File: src/rtl/regfile_writer_pkg.sv
// rtl/regfile_writer_pkg.sv - shared constants and types for the register file write side
package regfile_writer_pkg;

  localparam int WIDTH = 32;
  localparam int NREGS = 32;
  localparam int DEPTH = 2;
  localparam int AW    = $clog2(NREGS);
  localparam int PTR_W = $clog2(DEPTH);
  localparam int CNT_W = PTR_W + 1;

  typedef logic [AW-1:0]    reg_addr_t;
  typedef logic [WIDTH-1:0] data_t;
  typedef logic [PTR_W-1:0] ptr_t;
  typedef logic [CNT_W-1:0] cnt_t;

  typedef enum logic [1:0] {
    WB_ALU  = 2'd0,
    WB_MEM  = 2'd1,
    WB_LINK = 2'd2,
    WB_RSVD = 2'd3
  } wb_sel_e;

endpackage

File: src/rtl/regfile_writer_if.sv
// rtl/regfile_writer_if.sv - write-back request, commit and read port bundle
interface regfile_writer_if;
  import regfile_writer_pkg::*;

  logic      wb_valid;
  logic      wb_ready;
  reg_addr_t wb_dst;
  logic [1:0] wb_sel;
  data_t     aluout;
  data_t     mdr;
  data_t     pcplus4;
  logic      wb_commit;
  reg_addr_t ra1;
  reg_addr_t ra2;
  data_t     rfrd1;
  data_t     rfrd2;
  cnt_t      pending;

  modport master (
    output wb_valid, wb_dst, wb_sel, aluout, mdr, pcplus4, wb_commit, ra1, ra2,
    input  wb_ready, rfrd1, rfrd2, pending
  );

  modport slave (
    input  wb_valid, wb_dst, wb_sel, aluout, mdr, pcplus4, wb_commit, ra1, ra2,
    output wb_ready, rfrd1, rfrd2, pending
  );

endinterface

File: src/rtl/regfile_writer_wb_queue.sv
// rtl/regfile_writer_wb_queue.sv - circular pending-write queue with age-ordered bypass compares
module regfile_writer_wb_queue
  import regfile_writer_pkg::*;
(
  input  logic                  clk,
  input  logic                  rst,
  input  logic                  push,
  input  reg_addr_t             push_dst,
  input  data_t                 push_data,
  input  logic                  pop,
  input  reg_addr_t             ra1,
  input  reg_addr_t             ra2,
  output reg_addr_t             head_dst,
  output data_t                 head_data,
  output cnt_t                  count,
  output logic                  ready,
  output logic [DEPTH-1:0]      hit1,
  output logic [DEPTH-1:0]      hit2,
  output data_t [DEPTH-1:0]     ent_data
);

  localparam cnt_t FULL = cnt_t'(DEPTH);

  reg_addr_t [DEPTH-1:0] dst_q, dst_d;
  data_t     [DEPTH-1:0] data_q, data_d;
  ptr_t                  head_q, head_d;
  ptr_t                  tail_q, tail_d;
  cnt_t                  count_q, count_d;
  logic                  push_ok, pop_ok;
  ptr_t                  age_idx;

  assign push_ok = push && (count_q < FULL);
  assign pop_ok  = pop && (count_q != '0);

  always_comb begin
    dst_d   = dst_q;
    data_d  = data_q;
    head_d  = head_q;
    tail_d  = tail_q;
    count_d = count_q + cnt_t'(push_ok) - cnt_t'(pop_ok);
    if (push_ok) begin
      dst_d[tail_q]  = push_dst;
      data_d[tail_q] = push_data;
      tail_d         = tail_q + 1'b1;
    end
    if (pop_ok) begin
      head_d = head_q + 1'b1;
    end
  end

  always_ff @(posedge clk) begin
    if (rst) begin
      dst_q   <= '0;
      data_q  <= '0;
      head_q  <= '0;
      tail_q  <= '0;
      count_q <= '0;
    end else begin
      dst_q   <= dst_d;
      data_q  <= data_d;
      head_q  <= head_d;
      tail_q  <= tail_d;
      count_q <= count_d;
    end
  end

  // Slot i of the outputs is the i-th oldest live entry, so higher index means newer.
  always_comb begin
    hit1     = '0;
    hit2     = '0;
    ent_data = '0;
    age_idx  = '0;
    for (int i = 0; i < DEPTH; i++) begin
      age_idx     = head_q + ptr_t'(i);
      ent_data[i] = data_q[age_idx];
      if (cnt_t'(i) < count_q) begin
        hit1[i] = (dst_q[age_idx] == ra1);
        hit2[i] = (dst_q[age_idx] == ra2);
      end
    end
  end

  assign head_dst  = dst_q[head_q];
  assign head_data = data_q[head_q];
  assign count     = count_q;
  assign ready     = (count_q < FULL);

endmodule

File: src/rtl/regfile_writer.sv
// rtl/regfile_writer.sv - register array, write-back source mux, queued commit and bypassed read ports
module regfile_writer
  import regfile_writer_pkg::*;
(
  input  logic             clk,
  input  logic             rst,
  regfile_writer_if.slave  bus
);

  data_t [NREGS-1:0] rf_q, rf_d;
  data_t             wb_data;
  logic              push, pop, ready;
  reg_addr_t         head_dst;
  data_t             head_data;
  cnt_t              count;
  logic [DEPTH-1:0]  hit1, hit2;
  data_t [DEPTH-1:0] ent_data;

  always_comb begin
    case (wb_sel_e'(bus.wb_sel))
      WB_MEM:  wb_data = bus.mdr;
      WB_LINK: wb_data = bus.pcplus4;
      default: wb_data = bus.aluout;
    endcase
  end

  // A write to r0 still completes the handshake; it just never occupies a slot.
  assign push = bus.wb_valid && ready && (bus.wb_dst != '0);
  assign pop  = bus.wb_commit && (count != '0);

  regfile_writer_wb_queue u_queue (
    .clk       (clk),
    .rst       (rst),
    .push      (push),
    .push_dst  (bus.wb_dst),
    .push_data (wb_data),
    .pop       (pop),
    .ra1       (bus.ra1),
    .ra2       (bus.ra2),
    .head_dst  (head_dst),
    .head_data (head_data),
    .count     (count),
    .ready     (ready),
    .hit1      (hit1),
    .hit2      (hit2),
    .ent_data  (ent_data)
  );

  always_comb begin
    rf_d = rf_q;
    if (pop && (head_dst != '0)) begin
      rf_d[head_dst] = head_data;
    end
  end

  always_ff @(posedge clk) begin
    if (rst) begin
      rf_q <= '0;
    end else begin
      rf_q <= rf_d;
    end
  end

  function automatic data_t read_port(input reg_addr_t ra, input logic [DEPTH-1:0] hit,
                                      input data_t [NREGS-1:0] rf, input data_t [DEPTH-1:0] ent);
    data_t v;
    v = rf[ra];
    for (int i = 0; i < DEPTH; i++) begin
      if (hit[i]) v = ent[i];
    end
    if (ra == '0) v = '0;
    return v;
  endfunction

  assign bus.rfrd1    = read_port(bus.ra1, hit1, rf_q, ent_data);
  assign bus.rfrd2    = read_port(bus.ra2, hit2, rf_q, ent_data);
  assign bus.wb_ready = ready;
  assign bus.pending  = count;

endmodule

File: src/flat_wrapper.sv
// flat-port wrapper written by rule: the top's interface ports become plain ports
module regfile_writer_flat import regfile_writer_pkg::*;
  (clk, rst, bus_wb_valid, bus_wb_dst, bus_wb_sel, bus_aluout, bus_mdr, bus_pcplus4, bus_wb_commit, bus_ra1, bus_ra2, bus_wb_ready, bus_rfrd1, bus_rfrd2, bus_pending);
  regfile_writer_if bus_i ();
  input  logic clk;
  input  logic rst;
  input wire logic [$bits(bus_i.wb_valid)-1:0] bus_wb_valid;
  input wire logic [$bits(bus_i.wb_dst)-1:0] bus_wb_dst;
  input wire logic [$bits(bus_i.wb_sel)-1:0] bus_wb_sel;
  input wire logic [$bits(bus_i.aluout)-1:0] bus_aluout;
  input wire logic [$bits(bus_i.mdr)-1:0] bus_mdr;
  input wire logic [$bits(bus_i.pcplus4)-1:0] bus_pcplus4;
  input wire logic [$bits(bus_i.wb_commit)-1:0] bus_wb_commit;
  input wire logic [$bits(bus_i.ra1)-1:0] bus_ra1;
  input wire logic [$bits(bus_i.ra2)-1:0] bus_ra2;
  output wire logic [$bits(bus_i.wb_ready)-1:0] bus_wb_ready;
  output wire logic [$bits(bus_i.rfrd1)-1:0] bus_rfrd1;
  output wire logic [$bits(bus_i.rfrd2)-1:0] bus_rfrd2;
  output wire logic [$bits(bus_i.pending)-1:0] bus_pending;
  assign bus_i.wb_valid = bus_wb_valid;
  assign bus_i.wb_dst = bus_wb_dst;
  assign bus_i.wb_sel = bus_wb_sel;
  assign bus_i.aluout = bus_aluout;
  assign bus_i.mdr = bus_mdr;
  assign bus_i.pcplus4 = bus_pcplus4;
  assign bus_i.wb_commit = bus_wb_commit;
  assign bus_i.ra1 = bus_ra1;
  assign bus_i.ra2 = bus_ra2;
  assign bus_wb_ready = bus_i.wb_ready;
  assign bus_rfrd1 = bus_i.rfrd1;
  assign bus_rfrd2 = bus_i.rfrd2;
  assign bus_pending = bus_i.pending;
  regfile_writer u_core (.clk(clk), .rst(rst), .bus(bus_i));
endmodule
File: config.mk
export PLATFORM = sky130hd
export DESIGN_NAME = regfile_writer_flat
export DESIGN_NICKNAME = d
export VERILOG_FILES = /design/src/rtl/regfile_writer_pkg.sv /design/src/rtl/regfile_writer_if.sv /design/src/rtl/regfile_writer_wb_queue.sv /design/src/rtl/regfile_writer.sv /design/src/flat_wrapper.sv
export SDC_FILE = /design/constraint.sdc
export NUM_CORES = 2
export LEC_CHECK = 0
export CAP_MARGIN = 25
export CORE_UTILIZATION = 40
export CTS_BUF_LIST = sky130_fd_sc_hd__clkbuf_8 sky130_fd_sc_hd__clkbuf_16
export CTS_CLUSTER_SIZE = 30
export DETAILED_ROUTE_END_ITERATION = 12
export PLACE_DENSITY = 0.61
export REMOVE_ABC_BUFFERS = 1
export SLEW_MARGIN = 25
export SYNTH_ARGS = -nofsm -noshare
export SYNTH_HDL_FRONTEND = slang
export SYNTH_SLANG_ARGS = --single-unit
export TNS_END_PERCENT = 30
File: constraint.sdc
create_clock -name clk -period 5.11 [get_ports clk]
set_clock_uncertainty 0.05 [all_clocks]
set_input_delay 1.533 -clock clk [delete_from_list [all_inputs] [get_ports clk]]
set_output_delay 1.533 -clock clk [all_outputs]
set_load 0.05 [all_outputs]
* After elaboration in Yosys (flattened, before gate mapping)
Cells that the tools add are included.
** Word-level totals
- Flip-flop bits (word level) :: 1102
- Input bits :: 117
- Output and inout bits :: 67
- Logic and storage cells :: 105
** Cells by class
- Add/subtract/negate cells :: 4
- Magnitude comparators :: 11
- Equal/unequal tests :: 6
- Mux-type cells :: 32
- Reduce and logical (&&, ||, !) cells :: 13
** Operator list (number)
- $bwmux 1024 :: 1
- $mux 32 :: 14
- $bmux 32 s5 :: 2
- $demux 32 s5 :: 1
- $bwmux 64 :: 1
- $pmux 32 s2 :: 1
- $demux 32 s1 :: 1
- $mux 5 :: 5
- $eq 5x5->1 :: 4
- $lt 5x6->1 const B :: 3
- $bwmux 10 :: 1
- $logic_not 5->1 :: 2
- $reduce_bool 5->1 :: 2
- $logic_and 1x1->1 :: 8
- $lt 1x2->1 const B :: 3
- $demux 5 s1 :: 1
- $ge 5x1->1 const B :: 1
- $lt 1x2->1 const A :: 2
- $mux 1 :: 4
- $add 1x1->1 const B :: 2
- $add 2x1->2 :: 1
- $eq 2x1->1 const B :: 1
- $eq 2x2->1 const B :: 1
- $lt 2x2->1 const B :: 1
- other kinds (3) :: 3

* Depth between registers and ports, before layout
- Depth in word-level cells :: 7
- Gate-level depth with buffers :: 11

* Cells and area by module
Synthesis repeated with hierarchy kept, for this count alone.
** Second synthesis, totals
- Cell total of the unflattened synthesis :: 6630
- Area total of the unflattened synthesis :: 57186.1 um2
** By module, submodules not included
- regfile_writer :: times used 1, cells each 6141, area an instance 53092.2 um2, sequential area each 20499.7 um2
- regfile_writer_wb_queue :: times used 1, cells each 489, area an instance 4093.9 um2, sequential area each 1561.5 um2

* Worst setup path before layout
OpenSTA, ideal clock, no wires.
- Path type :: in2out
- Start point :: input bus_ra2[0]
- End point :: output bus_rfrd2[3]
- Arrival time :: 4160 ps
- Setup slack :: -633 ps
- Cell stages on the path :: 9
- Buffers on the path :: 3
- Cell sequence :: buf_2 > buf_4 > buf_4 > mux4_2 > o22ai_1 > a311o_1 > a211oi_1 > a211oi_1 > a211oi_1
** On the way
- Word-level cells in the longest chain between the ends :: 5
** Ends and longest elaborated chain
- start, declared :: RTL line flat_wrapper.sv:15 : input wire logic [$bits(bus_i.ra2)-1:0] bus_ra2;
- $bmux 32 s5 or $eq 5x5->1 (tied branches) :: RTL line regfile_writer.sv:67, regfile_writer_wb_queue.sv:78
- $mux 32 (implied by the code) or $mux 1 (tied branches) :: RTL line regfile_writer.sv:67, regfile_writer_wb_queue.sv:76
- $mux 32 (2 in a row) :: RTL line regfile_writer.sv:69 : if (hit[i]) v = ent[i];
- $mux 32 * :: RTL line regfile_writer.sv:71 : if (ra == '0) v = '0;
- end, declared :: RTL line flat_wrapper.sv:18 : output wire logic [$bits(bus_i.rfrd2)-1:0] bus_rfrd2;
Every way passes the cells marked *; elsewhere a longest branch is shown, timed or not. The select of a mux whose other input is x is not followed.

* Worst setup path in the final report
Same ends and word-level chain as after synthesis.

==> results.py <==
metrics = {
    "cts": {
        "cts_made_buffers": 119,
        "clk_pin_slew_ns": 0.06,
        "cts_hold_buf": 0,
        "clock-root-buffer": "clkbuf_16",
        "cts_buffer_depth": 3,
        "clk_latency_ns": 0.76,
        "tritoncts": "done",
        "clkSinkCount": 1102,
        "htree_num_levels": 3,
    },
    "route": {
        "viasPerCell": 6.32,
        "dr.pass1.iters": 6,
        "ant_nets": 0,
        "routed_wirelength_mm": 217,
        "drc": 0,
        "num_vias": 49174,
        "first_iter_violations": 6299,
        "post_drt_wl_per_cell_um": 27.9,
    },
    "cells_and_area": {
        "drive_gt1_share_pct": 27.7,
        "layoutNonFillerInstCount": 7782,
        "num-nets-final": 5944,
        "area_growth_pct": 26.5,
    },
    "synthesis": {
        "netlist_instances": 5597,
        "yosys-top-cells-area": "dfxtp_1, mux4_2, a211oi_1",
        "synth_cell_types": 53,
        "netlist_area_mm2": 0.0559,
        "yosysSeqAreaShare_pct": 39.5,
        "async_reset_ff_share_pct": 0,
        "synth_warnings": 0,
        "synth_top_area_share_pct": 39.5,
        "yosysMostFrequentCell": "a211oi_1",
        "ys_ff_latch": 1102,
        "synth-edff-count": 0,
        "avgSynthCellArea_um2": 9.99,
        "synthTopCellsByCount": "a211oi_1, dfxtp_1, nor2_1",
        "synth_area_leader_cell": "dfxtp_1",
        "ys.flop_type": "dfxtp_1",
    },
    "sta": {
        "setup_violations": 50,
        "fmax_mhz": 189,
        "finalHoldViolCount": 0,
        "worstMarginPinSlew_ns": 1.06,
        "slew_headroom_pct": 29.5,
        "final-max-slew-violation-count": 0,
        "fin_crit_sh_pct": 103,
        "setup_slack_ns": -0.173,
        "rsz0062_at_grt": "true",
        "fin_crit_ns": 5.28,
    },
    "setup_path": {
        "cp-start-kind": "input port",
        "required_ns": 3.53,
        "crit_arrival_ns": 3.70,
        "worstPathMaxFanout": 13,
        "cp_cell_sequence": "buf_16 -> buf_12 -> buf_4 -> mux4_2 -> o22ai_1 -> a311o_1 -> a211oi_2 -> a211oi_1 -> a211oi_1 -> buf_4 -> buf_12",
        "slowest_delay_ns": 0.34,
        "critical_path_class": "input port to output pin",
        "endpoint_kind": "output pin",
        "critical_path.slowest_cell": "mux4_2",
    },
    "grt": {
        "grt_first_pass_wirelength_mm": 315,
        "use_met3_pct": 6.29,
        "overflow": 0,
        "met2_usage_pct": 45.7,
        "top_usage_layer": "met2",
        "grt_max_degree": 127,
        "use_met1_pct": 40.0,
        "grt_pass1_vias": 46899,
        "antenna_found_initial": 5,
        "grt_usage_pct": 29.8,
    },
    "power_and_ir_drop": {
        "p_total_w": 0.0223,
        "leakage_nw": 23.6,
        "irDropWorstVdd_v": 0.000241,
        "powerDensity_mw_per_mm2": 315,
    },
    "worst_hold_path": {
        "hold_class": "flip-flop to flip-flop",
    },
    "status": {
        "outcome": "finished, violations left",
        "violations": "negative setup slack",
    },
    "placement": {
        "placedCellCount": 7498,
        "hpwl_mm": 136,
        "routabilityCongestion": 0.903,
        "port_buffers": 183,
        "dp_slack_ns": -0.739,
    },
    "run": {
        "drv_cap": 0,
    },
    "floorplan": {
        "rows": 136,
        "pin_count": 184,
        "die_y_um": 376,
        "core_mm2": 0.138,
        "fp.dieW_um": 376,
        "dieArea_mm2": 0.141,
        "start_util_pct": 40.5,
    },
}
## repair_timing
action,4_1_cts,5_1_grt
resized for setup,239,116
buffers inserted,36,17
gates cloned,16,6
endpoints found under the setup margin,64,64
pin swaps,83,55
## cell type report
| class | instances | area (um^2) |
|---|---|---|
| tap | 1863 | 2330 |
| fill | 12182 | 67300 |
| sequential | 1102 | 22100 |
| clock inverter | 72 | 683 |
| inverter | 37 | 139 |
| timing repair buffer | 779 | 9750 |
| multi-input combinational | 3784 | 32400 |
| clock buffer | 144 | 3340 |
| antenna | 1 | 2.50 |
## cell usage in the layout (no fill, tap or decap), types with 14 or more instances in the layout
master | Yosys | routed
dfxtp_1 | 1102 | 1101
nor2_1 | 1036 | 1032
a211oi_1 | 1105 | 1027
mux4_2 | 470 | 470
buf_4 | 49 | 382
nand2_1 | 207 | 206
buf_12 | 0 | 190
mux2i_1 | 216 | 169
clkbuf_16 | 0 | 132
clkdlybuf4s50_1 | 0 | 108
a21oi_1 | 125 | 96
nor2b_1 | 91 | 89
o22ai_1 | 106 | 87
a22oi_1 | 85 | 83
a211oi_2 | 11 | 82
inv_1 | 37 | 74
mux2i_2 | 2 | 46
o21ai_0 | 53 | 46
buf_6 | 2 | 38
nor2_4 | 0 | 35
a311o_1 | 31 | 31
nor3_1 | 51 | 31
buf_16 | 0 | 30
a21oi_2 | 0 | 27
clkbuf_8 | 0 | 23
a211o_1 | 19 | 19
mux2_2 | 19 | 19
nor3_2 | 2 | 18
o22ai_2 | 0 | 18
nand4_1 | 14 | 14
a31oi_4 | 0 | 14
## sequential cells by signal, indices dropped and copies added, names as in the netlist
| register | cells |
|---|---|
| u_core.u_queue.head_q | 1 |
| u_core.u_queue.data_q | 64 |
| u_core.u_queue.dst_q | 10 |
| u_core.u_queue.tail_q | 1 |
| u_core.rf_q | 1024 |
| u_core.u_queue.count | 2 |
## worst paths after layout
check	end	depth (start not counted)	slack, ns	start
worst max register to register	u_core.rf_q[918]$_SDFFE_PP0P_	8	2.17	u_core.u_queue.count[0]$_SDFF_PP0_
worst max-delay path	bus_rfrd2[3]	11	-0.17	bus_ra2[0]
worst min register to register	u_core.rf_q[5]$_SDFFE_PP0P_	1	0.43	u_core.rf_q[5]$_SDFFE_PP0P_
worst min-delay path	u_core.rf_q[5]$_SDFFE_PP0P_	1	0.43	u_core.rf_q[5]$_SDFFE_PP0P_
## stage by stage
stage	hold WS (ns)	setup TNS, ns	util [%]	instance area, um^2
after floorplan	0.389	-377.76	-	52900
after global placement	0.408	-25.26	46.3	63800
after detailed placement	0.416	-25.92	46.3	63800
after CTS	0.430	-4.12	50.6	69900
after global routing	0.438	-6.39	51.2	70700
final	0.427	-3.96	51.2	70700
## power breakdown
group	internal, W	switching [W]	leakage, nW	total (W)
Sequential	0.00875	0.000152	8.88	0.00890
Combinational	0.00173	0.00270	12.6	0.00443
Clock	0.00525	0.00372	2.12	0.00897
## per-layer routing
metal	routed length (um)	part of all wire, %
met1	87000	40
met2	96600	45
met3	22200	10
met4	11000	5.1
met5	0	0
## critical path: cells and delay by family
| family | cells | cell delay, ns |
|---|---|---|
| AOI/OAI and AO/OA | 5 | 1.04 |
| muxes | 1 | 0.34 |
| buffers and inverters | 5 | 0.76 |
## kinds of logic after synthesis
| logic type | Yosys count | share of synthesized area, % |
|---|---|---|
| compound gates | 1577 | 20.4 |
| xor+xnor | 23 | 0.360 |
| fa+ha+maj | 4 | 0.0895 |
| buf+inv | 711 | 5.56 |
| flops | 1102 | 39.5 |
| mux | 707 | 23.2 |
| simple gates | 1473 | 10.9 |
(Power assumes the default switching activity.)
